### config.mk
export PLATFORM = sky130hd
export DESIGN_NAME = i2c_target_regs
export DESIGN_NICKNAME = d
export VERILOG_FILES = /design/src/rtl/i2c_target_regs.sv
export SDC_FILE = /design/constraint.sdc
export NUM_CORES = 1
export LEC_CHECK = 0
export ABC_AREA = 0
export CAP_MARGIN = 20
export CELL_PAD_IN_SITES_DETAIL_PLACEMENT = 1
export CELL_PAD_IN_SITES_GLOBAL_PLACEMENT = 1
export CORE_MARGIN = 4
export CORE_UTILIZATION = 43
export DETAILED_ROUTE_END_ITERATION = 8
export PLACE_DENSITY_LB_ADDON = 0.1
export SLEW_MARGIN = 20
export SYNTH_ARGS = -nofsm -noshare
export SYNTH_HDL_FRONTEND = slang
export SYNTH_SLANG_ARGS = --single-unit
### constraint.sdc
create_clock -name clock -period 2.45 [get_ports clock]
set_input_delay 0.245 -clock clock [delete_from_list [all_inputs] [get_ports clock]]
set_output_delay 0.245 -clock clock [all_outputs]
set_load 0.01 [all_outputs]
### src/rtl/i2c_target_regs.sv
// i2c_target_regs: I2C target (responder) exposing an 8-bit register port.
// SCL/SDA are oversampled in the clock domain (clock >= 16x SCL). SDA is
// open-drain: the pad ties SDA = sda_oe ? 1'b0 : 1'bz. SCL is never driven.
// Optional build macro: I2C_GLITCH_FILTER_EN adds a FILTER_DEPTH-sample
// glitch filter after the synchronizers; without it every transition counts.
//
// Core-side handshake:
//   reg_we    : one-cycle strobe; reg_addr/reg_wdata are valid in that cycle.
//               reg_addr advances by one (8-bit wrap) on the following cycle.
//   reg_re    : one-cycle read request for reg_addr; the core presents
//               reg_rdata during the next cycle, and it is captured at the
//               end of that cycle (one cycle after the reg_re cycle).
module i2c_target_regs #(
  parameter logic [6:0] TARGET_ADDR  = 7'h50,
  parameter int         FILTER_DEPTH = 3
) (
  input  logic       clock,
  input  logic       reset,
  input  logic       scl_in,
  input  logic       sda_in,
  output logic       sda_oe,
  output logic [7:0] reg_addr,
  output logic [7:0] reg_wdata,
  output logic       reg_we,
  output logic       reg_re,
  input  logic [7:0] reg_rdata,
  output logic       busy,
  output logic [2:0] fsm_state
);

`ifdef I2C_GLITCH_FILTER_EN
  localparam bit FILTER_ON = 1'b1;
`else
  localparam bit FILTER_ON = 1'b0;
`endif

  typedef enum logic [2:0] {
    ST_IDLE     = 3'd0,
    ST_ADDR     = 3'd1,
    ST_ADDR_ACK = 3'd2,
    ST_WR_BYTE  = 3'd3,
    ST_WR_ACK   = 3'd4,
    ST_RD_BYTE  = 3'd5,
    ST_RD_ACK   = 3'd6
  } state_t;

  state_t     state;
  logic [3:0] bit_cnt;
  logic [7:0] shifter;
  logic       rw;
  logic       first_byte;
  logic       ack_on;     // ADDR_ACK/WR_ACK: ACK driven; RD_ACK: master ACKed
  logic       rd_load;    // reg_rdata is valid this cycle

  // Two-flop synchronizers; idle bus level is high.
  logic scl_s1, scl_s2, sda_s1, sda_s2;

  // Bring the asynchronous pad inputs into the clock domain.
  always_ff @(posedge clock or posedge reset) begin
    if (reset) begin
      scl_s1 <= 1'b1;
      scl_s2 <= 1'b1;
      sda_s1 <= 1'b1;
      sda_s2 <= 1'b1;
    end else begin
      scl_s1 <= scl_in;
      scl_s2 <= scl_s1;
      sda_s1 <= sda_in;
      sda_s2 <= sda_s1;
    end
  end

  logic scl_f, sda_f;

  generate
    if (FILTER_ON && (FILTER_DEPTH > 1)) begin : g_filter
      logic [7:0] scl_cnt, sda_cnt;
      logic       scl_q, sda_q;

      // A line changes only after FILTER_DEPTH consecutive differing samples.
      always_ff @(posedge clock or posedge reset) begin
        if (reset) begin
          scl_q   <= 1'b1;
          sda_q   <= 1'b1;
          scl_cnt <= '0;
          sda_cnt <= '0;
        end else begin
          if (scl_s2 == scl_q) begin
            scl_cnt <= '0;
          end else if (scl_cnt == 8'(FILTER_DEPTH - 1)) begin
            scl_q   <= scl_s2;
            scl_cnt <= '0;
          end else begin
            scl_cnt <= scl_cnt + 8'd1;
          end
          if (sda_s2 == sda_q) begin
            sda_cnt <= '0;
          end else if (sda_cnt == 8'(FILTER_DEPTH - 1)) begin
            sda_q   <= sda_s2;
            sda_cnt <= '0;
          end else begin
            sda_cnt <= sda_cnt + 8'd1;
          end
        end
      end

      assign scl_f = scl_q;
      assign sda_f = sda_q;
    end else begin : g_direct
      assign scl_f = scl_s2;
      assign sda_f = sda_s2;
    end
  endgenerate

  // Previous filtered levels for edge detection.
  logic scl_d, sda_d;

  // Delay the filtered lines by one cycle.
  always_ff @(posedge clock or posedge reset) begin
    if (reset) begin
      scl_d <= 1'b1;
      sda_d <= 1'b1;
    end else begin
      scl_d <= scl_f;
      sda_d <= sda_f;
    end
  end

  logic scl_rise, scl_fall, bus_start, bus_stop;
  assign scl_rise  = scl_f & ~scl_d;
  assign scl_fall  = ~scl_f & scl_d;
  assign bus_start = scl_f & scl_d & sda_d & ~sda_f;
  assign bus_stop  = scl_f & scl_d & ~sda_d & sda_f;

  assign fsm_state = state;

  // Protocol FSM: START/STOP override every state; bits are sampled on SCL
  // rising edges and SDA drive changes only after an SCL falling edge.
  always_ff @(posedge clock or posedge reset) begin
    if (reset) begin
      state      <= ST_IDLE;
      bit_cnt    <= '0;
      shifter    <= '0;
      rw         <= 1'b0;
      first_byte <= 1'b0;
      ack_on     <= 1'b0;
      rd_load    <= 1'b0;
      sda_oe     <= 1'b0;
      reg_addr   <= '0;
      reg_wdata  <= '0;
      reg_we     <= 1'b0;
      reg_re     <= 1'b0;
      busy       <= 1'b0;
    end else begin
      reg_we  <= 1'b0;
      reg_re  <= 1'b0;
      rd_load <= reg_re;
      if (rd_load) shifter <= reg_rdata;
      // Pointer advances the cycle after a write strobe.
      if (reg_we) reg_addr <= reg_addr + 8'd1;

      if (bus_stop) begin
        state  <= ST_IDLE;
        busy   <= 1'b0;
        sda_oe <= 1'b0;
        ack_on <= 1'b0;
      end else if (bus_start) begin
        // Repeated START keeps reg_addr so a pointer write can precede a read.
        state   <= ST_ADDR;
        bit_cnt <= '0;
        sda_oe  <= 1'b0;
        ack_on  <= 1'b0;
      end else begin
        case (state)
          ST_IDLE: begin
            sda_oe <= 1'b0;
          end

          ST_ADDR: begin
            if (scl_rise) begin
              shifter <= {shifter[6:0], sda_f};
              if (bit_cnt == 4'd7) begin
                bit_cnt <= '0;
                if (shifter[6:0] == TARGET_ADDR) begin
                  state  <= ST_ADDR_ACK;
                  rw     <= sda_f;
                  busy   <= 1'b1;
                  ack_on <= 1'b0;
                end else begin
                  state <= ST_IDLE;
                  busy  <= 1'b0;
                end
              end else begin
                bit_cnt <= bit_cnt + 4'd1;
              end
            end
          end

          ST_ADDR_ACK: begin
            if (scl_fall) begin
              if (!ack_on) begin
                sda_oe <= 1'b1;
                ack_on <= 1'b1;
              end else begin
                ack_on  <= 1'b0;
                bit_cnt <= '0;
                if (rw) begin
                  sda_oe  <= ~shifter[7];
                  shifter <= {shifter[6:0], 1'b0};
                  state   <= ST_RD_BYTE;
                end else begin
                  sda_oe     <= 1'b0;
                  first_byte <= 1'b1;
                  state      <= ST_WR_BYTE;
                end
              end
            end else if (scl_rise && ack_on && rw) begin
              reg_re <= 1'b1;
            end
          end

          ST_WR_BYTE: begin
            if (scl_rise) begin
              shifter <= {shifter[6:0], sda_f};
              if (bit_cnt == 4'd7) begin
                bit_cnt <= '0;
                ack_on  <= 1'b0;
                state   <= ST_WR_ACK;
                if (first_byte) begin
                  reg_addr   <= {shifter[6:0], sda_f};
                  first_byte <= 1'b0;
                end else begin
                  reg_wdata <= {shifter[6:0], sda_f};
                  reg_we    <= 1'b1;
                end
              end else begin
                bit_cnt <= bit_cnt + 4'd1;
              end
            end
          end

          ST_WR_ACK: begin
            if (scl_fall) begin
              if (!ack_on) begin
                sda_oe <= 1'b1;
                ack_on <= 1'b1;
              end else begin
                sda_oe  <= 1'b0;
                ack_on  <= 1'b0;
                bit_cnt <= '0;
                state   <= ST_WR_BYTE;
              end
            end
          end

          ST_RD_BYTE: begin
            if (scl_fall) begin
              if (bit_cnt == 4'd7) begin
                sda_oe   <= 1'b0;
                bit_cnt  <= '0;
                reg_addr <= reg_addr + 8'd1;
                state    <= ST_RD_ACK;
              end else begin
                sda_oe  <= ~shifter[7];
                shifter <= {shifter[6:0], 1'b0};
                bit_cnt <= bit_cnt + 4'd1;
              end
            end
          end

          ST_RD_ACK: begin
            if (scl_rise) begin
              if (!sda_f) begin
                reg_re <= 1'b1;
                ack_on <= 1'b1;
              end else begin
                state <= ST_IDLE;
                busy  <= 1'b0;
              end
            end else if (scl_fall && ack_on) begin
              ack_on  <= 1'b0;
              sda_oe  <= ~shifter[7];
              shifter <= {shifter[6:0], 1'b0};
              bit_cnt <= '0;
              state   <= ST_RD_BYTE;
            end
          end

          default: begin
            state  <= ST_IDLE;
            sda_oe <= 1'b0;
          end
        endcase
      end
    end
  end

endmodule

==> impl_metrics.py, run 1 <==
metrics = {
    "status": {
        "status": "finished clean",
    },
    "grt": {
        "grt_pass1_wl_mm": 13.1,
        "grt_overflow": 0,
        "antenna_found_initial": 0,
        "grt_max_degree": 46,
        "track_usage_pct": 22.0,
        "grt_pass1_vias": 2482,
    },
    "worst_hold_path": {
        "holdCritPathClass": "primary input to asynchronous set/reset pin",
    },
    "power_and_ir_drop": {
        "power.leakage_nw": 1.36,
        "vdd_drop_max_mv": 0.420,
        "power_w": 0.00196,
        "powerDensity_nw_per_um2": 597,
    },
    "finish": {
        "final_common_cell": "dfrtp_1",
        "fin_nets": 335,
        "seqCellArea_um2": 1130,
        "syn2layout_area_growth_pct": 19.9,
        "final_cell_mix": "dfrtp_1, clkdlybuf4s50_1, nor2_1",
        "antenna_cells": 0,
        "multi_input_area_um2": 1480,
        "n_fill_cell": 691,
        "drive_above_1_share_pct": 18.9,
    },
    "critical_path": {
        "critPathKind": "register to register",
        "crit_chain": "or2b_2, o21ai_0, nand2_1, nor3b_4, mux2_2",
        "crit_path_max_fanout": 14,
        "r2r_cells": 5,
        "reg2reg_from": "scl_d",
        "worstPathArrival_ns": 2.38,
        "required_ns": 2.64,
        "critPathMaxStageDelay_ns": 0.66,
        "end_kind": "register",
        "slowest_stage": "dfstp_2",
        "reg2reg_slack_ns": 0.26,
        "crit_family": "simple AND/OR/NAND/NOR gates",
        "path_buf_inv": 0,
        "r2r-end": "shifter[4]",
        "critPathLaunchType": "register",
    },
    "floorplanning": {
        "die-area_um2": 7700,
        "dieHeight_um": 87.8,
        "io_pins": 35,
        "die_w_um": 87.8,
        "placementRows": 28,
        "core-area_um2": 6060,
        "initial_core_util_pct": 45.1,
    },
    "sta": {
        "tightestPinTransition_ns": 0.600,
        "period_needed_ns": 2.19,
        "hold_viol": 0,
        "timing.fmax_ghz": 0.457,
        "finalSetupViolCount": 0,
        "rsz0062_at_grt": "no",
        "whs_ns": 0.288,
        "timing.slew.headroom_pct": 59.9,
        "fin_tns_setup_ns": 0,
        "finClkSkew_ns": 0.0172,
        "finalMaxSlewViolations": 0,
        "fin_crit_sh_pct": 89.4,
    },
    "yosys": {
        "synth.distinct_cells": 56,
        "ys.flop_type": "dfrtp_1",
        "synth-seq-area-share_pct": 41.4,
        "avgSynthCellArea_um2": 9.73,
        "ys_ff_latch": 45,
        "yosysWarnings": 0,
        "netlist_instances": 281,
        "async_flop_share_pct": 100,
        "synthesis.nets": 295,
        "synth_edf_count": 0,
        "syn_area_um2": 2740,
    },
    "clock_network": {
        "numCtsBuffers": 5,
        "clk_latency_ns": 0.30,
        "ctsResizeCount": 0,
        "cts.hold.buffers_added": 0,
        "cts_tree": "yes",
        "post-cts-setup-buffers": 0,
        "root_buffer": "clkbuf_8",
        "clk_pin_slew_worst_paths_ns": 0.10,
        "clockBufferDepth": 2,
        "h-tree-depth": 2,
        "clkSinkCount": 45,
    },
    "detailed_routing": {
        "num_vias": 2372,
        "vias_per_cell": 5.97,
        "ant_nets": 0,
        "drt-initial-drc-count": 141,
        "wl_per_cell_um": 19.5,
        "first_pass_iters": 4,
        "drt-total-wl_mm": 7.75,
        "drc_errors": 0,
    },
    "job": {
        "drv_cap": 0,
    },
    "placement": {
        "gp_congestion": 0.961,
        "post-dp-hpwl_mm": 5.77,
        "portBuffers": 34,
    },
}
tightest hold or removal path: cells and delay by family:
family | cells | cell delay, ns
buf+inv | 3 | 0.73
worst max path at each step:
stage                     from          to  depth (start not counted)
finish                   scl_d  shifter[4]                          5
global route             scl_d  shifter[4]                          5
CTS                      scl_d  shifter[4]                          5
detailed placement  bit_cnt[0]  shifter[4]                          6
global placement         scl_d  shifter[6]                          5
floorplan           bit_cnt[0]  shifter[1]                          7
cell usage after synthesis, types with 2 or more instances:
cell,instances,area (um2)
a21oi_1,10,50.1
o211ai_1,4,30.0
or2_2,2,12.5
and3b_1,2,17.5
nand2_1,24,90.1
or3_1,3,18.8
nand2b_1,7,43.8
dfstp_2,6,158
a31oi_1,5,31.3
nand3_1,6,30.0
o2bb2ai_1,2,17.5
a211oi_1,3,22.5
and3_1,2,12.5
dfrtp_1,39,976
a211o_1,8,70.1
buf_2,3,15.0
clkbuf_8,3,41.3
nor2_1,25,93.8
nand4_1,5,31.3
mux2i_1,4,40.0
nor3_1,4,20.0
inv_1,9,33.8
mux2_2,22,248
o21a_1,3,22.5
xor2_1,5,43.8
o21ai_0,21,105
buf_1,2,7.51
o32ai_1,3,26.3
xnor2_1,6,52.6
o31ai_1,2,15.0
o22ai_1,5,31.3
nand3b_1,3,22.5
clkbuf_1,4,15.0
ha_1,2,25.0
o221ai_1,4,35.0
nor2b_1,3,18.8
state kept, by name, summed over array words and instances, names as in the netlist, 3 cells and up:
name,cells
bit_cnt,4
shifter,8
fsm_state,3
reg_wdata,8
reg_addr,8
layout make-up:
cell class,instances,share of cell area [%]
Clock buffer,5,2.10
Timing Repair Buffer,46,13.5
Clock inverter,3,0.649
Multi-Input combinational cell,214,45.3
Inverter,9,1.03
Tap cell,75,2.86
Sequential cell,45,34.6
through the flow:
stage	utilization [%]	setup slack [ns]	instance area [um2]	std cells
floorplan	-	0.439	2740	281
global placement	52.6	0.306	3190	389
detailed placement	52.6	0.281	3190	389
CTS	54.1	0.255	3280	397
global route	54.1	0.113	3280	397
finish	54.1	0.260	3280	397
logic make-up after synthesis:
logic type | Yosys count | synth area share [%]
XOR/XNOR | 12 | 4.12
buffers and inverters | 22 | 4.30
multiplexers | 26 | 10.5
AND/OR/NAND/NOR | 93 | 18.3
flip-flops | 45 | 41.4
adder cells (fa/ha/maj) | 3 | 1.28
AO/OA/AOI/OAI | 80 | 20.0
report_power, final:
group | internal (W) | leakage [nW] | switching (W)
clock | 0.000203 | 0.0445 | 0.000281
sequential | 0.000844 | 0.595 | 0.000154
combinational | 0.000245 | 0.721 | 0.000228
total | 0.00129 | 1.36 | 0.000664
routing by layer:
metal	track usage [%]	up-vias	routed length, um
met2	34.2	70	3580
met1	31.5	1175	3610
met4	6.28	0	161
met3	3.67	15	393
li1	-	1112	-
met5	0	-	0
(Power assumes the default switching activity.)
==> run 2: changes to the inputs <==
- REMOVE_ABC_BUFFERS: unset -> 1
- clock period: 2.45 -> 2.49 ns (I/O delays scaled with it)
==> run 2 against run 1 <==
Clock power down 3%; first-iteration DRC count is 44% lower; count of clock-buffer cells in the layout did not move; highest routed layer unchanged; largest power group unchanged; hold slack got worse by 0.020 ns; critical path type unchanged; sequential power shrank 0.8%; register-to-register slack got worse by 0.14 ns; utilization fell by 0.25 points; cell area down 0.46%; power shrank 1.5%.
==> impl_metrics.py, run 2 (same netlist as run 1, synthesis figures left out) <==
metrics = {
    "clock_network": {
        "clockBufferDepth": 2,
        "h-tree-depth": 2,
        "clk_pin_slew_worst_paths_ns": 0.09,
        "clk_latency_ns": 0.30,
        "cts_tree": "yes",
        "ctsResizeCount": 0,
        "root_buffer": "clkbuf_8",
        "post-cts-setup-buffers": 0,
        "cts.hold.buffers_added": 0,
        "clkSinkCount": 45,
        "numCtsBuffers": 5,
    },
    "critical_path": {
        "worstPathArrival_ns": 2.56,
        "critPathLaunchType": "register",
        "r2r_cells": 6,
        "required_ns": 2.68,
        "critPathKind": "register to register",
        "end_kind": "register",
        "reg2reg_from": "bit_cnt[0]",
        "reg2reg_slack_ns": 0.12,
        "r2r-end": "shifter[1]",
        "critPathLaunch": "bit_cnt[0]",
        "critPathMaxStageDelay_ns": 0.44,
        "path_buf_inv": 0,
        "slowest_stage": "dfrtp_1",
        "crit_path_max_fanout": 8,
        "endpoint": "shifter[1]",
        "cp.depth": 6,
        "crit_chain": "ha_1, and3b_1, o21ai_0, nand2_1, nor3b_4, mux2_2",
        "crit_family": "simple AND/OR/NAND/NOR gates",
    },
    "grt": {
        "grt_pass1_wl_mm": 12.7,
        "grt_max_degree": 27,
        "grt_pass1_vias": 2417,
        "track_usage_pct": 21.3,
        "antenna_found_initial": 0,
        "grt_overflow": 0,
    },
    "power_and_ir_drop": {
        "powerDensity_nw_per_um2": 591,
        "p_int_w": 0.00127,
        "comb_power_share_pct": 24.2,
        "p_sw_w": 0.000658,
        "power.leakage_nw": 1.35,
        "clockPowerShare_pct": 24.4,
        "vdd_drop_max_mv": 0.333,
        "swShare_pct": 34.1,
        "seq_power_share_pct": 51.4,
    },
    "job": {
        "drv_cap": 0,
    },
    "sta": {
        "finClkSkew_ns": 0.00882,
        "timing.fmax_ghz": 0.422,
        "fin_crit_sh_pct": 95.1,
        "hold_viol": 0,
        "finalMaxSlewViolations": 0,
        "tightestPinTransition_ns": 0.738,
        "fin_tns_setup_ns": 0,
        "period_needed_ns": 2.37,
        "timing.slew.headroom_pct": 50.8,
        "finalSetupViolCount": 0,
        "rsz0062_at_grt": "no",
    },
    "finish": {
        "n_fill_cell": 695,
        "drive_above_1_share_pct": 18.4,
        "largestRegisters": "reg_addr x8, reg_wdata x8, shifter x8",
        "final_cell_mix": "dfrtp_1, clkdlybuf4s50_1, nor2_1",
        "syn2layout_area_growth_pct": 19.3,
        "multi_input_area_um2": 1480,
        "seqCellArea_um2": 1130,
        "fin_cells": 395,
        "fin_nets": 333,
        "final_common_cell": "dfrtp_1",
        "antenna_cells": 0,
    },
    "floorplanning": {
        "placementRows": 28,
        "die-area_um2": 7700,
        "dieHeight_um": 87.8,
        "io_pins": 35,
        "initial_core_util_pct": 45.1,
        "core-area_um2": 6060,
        "die_w_um": 87.8,
    },
    "detailed_routing": {
        "num_vias": 2387,
        "drt-initial-drc-count": 79,
        "drc_errors": 0,
        "ant_nets": 0,
        "first_pass_iters": 4,
        "drt-total-wl_mm": 7.76,
        "vias_per_cell": 6.04,
        "wl_per_cell_um": 19.6,
    },
    "placement": {
        "place_inst": 387,
        "gp_congestion": 0.893,
        "portBuffers": 34,
        "post-dp-hpwl_mm": 5.72,
    },
    "status": {
        "status": "finished clean",
    },
    "worst_hold_path": {
        "holdCritPathClass": "primary input to asynchronous set/reset pin",
    },
}
run 2: power groups by stage:
stage                     clock (W)  combinational (W)  sequential [W]
after floorplan                   0           0.000324        0.000949
after global placement            0           0.000442        0.000998
after detailed placement          0           0.000465         0.00100
after CTS                  0.000485           0.000469        0.000990
after global routing       0.000528           0.000515         0.00101
final                      0.000471           0.000466        0.000991
run 2: cell type report:
class / count / share of cell area [%]
clock buffers: 5 / 2.11
clock inverters: 3 / 0.652
inverters: 9 / 1.04
multi-input cells: 214 / 45.5
flip-flops and latches: 45 / 34.7
well taps: 75 / 2.88
repair buffers: 44 / 13.1
run 2: through the flow:
step,hold slack [ns],total power (W),worst slack [ns],util [%],cell area [um2]
final,0.268,0.00193,0.123,53.8,3260
after CTS,0.285,0.00194,0.170,53.8,3260
after global routing,0.301,0.00205,0.0876,53.8,3260
after floorplan,0.253,0.00127,0.503,-,2650
after global placement,0.346,0.00144,0.314,52.4,3170
after detailed placement,0.347,0.00147,0.257,52.4,3170
run 2: layer usage:
metal	share of wire, %	GRT usage (%)	routed length (um)	vias up
met5	0	0	0	-
li1	-	-	-	1111
met2	49	37.0	3760	71
met4	1.3	5.58	102	0
met3	5.3	2.82	410	12
met1	45	28.0	3480	1193
run 2: how the worst min path moves through the flow:
stage	start	end	slack, ns	depth (start not counted)
after CTS	reset	busy	0.28	2
after global routing	reset	busy	0.30	2
after global placement	sda_s1	sda_f	0.35	0
after detailed placement	sda_s1	sda_f	0.35	0
final	reset	reg_addr[1]	0.27	2
after floorplan	scl_in	scl_s1	0.25	0
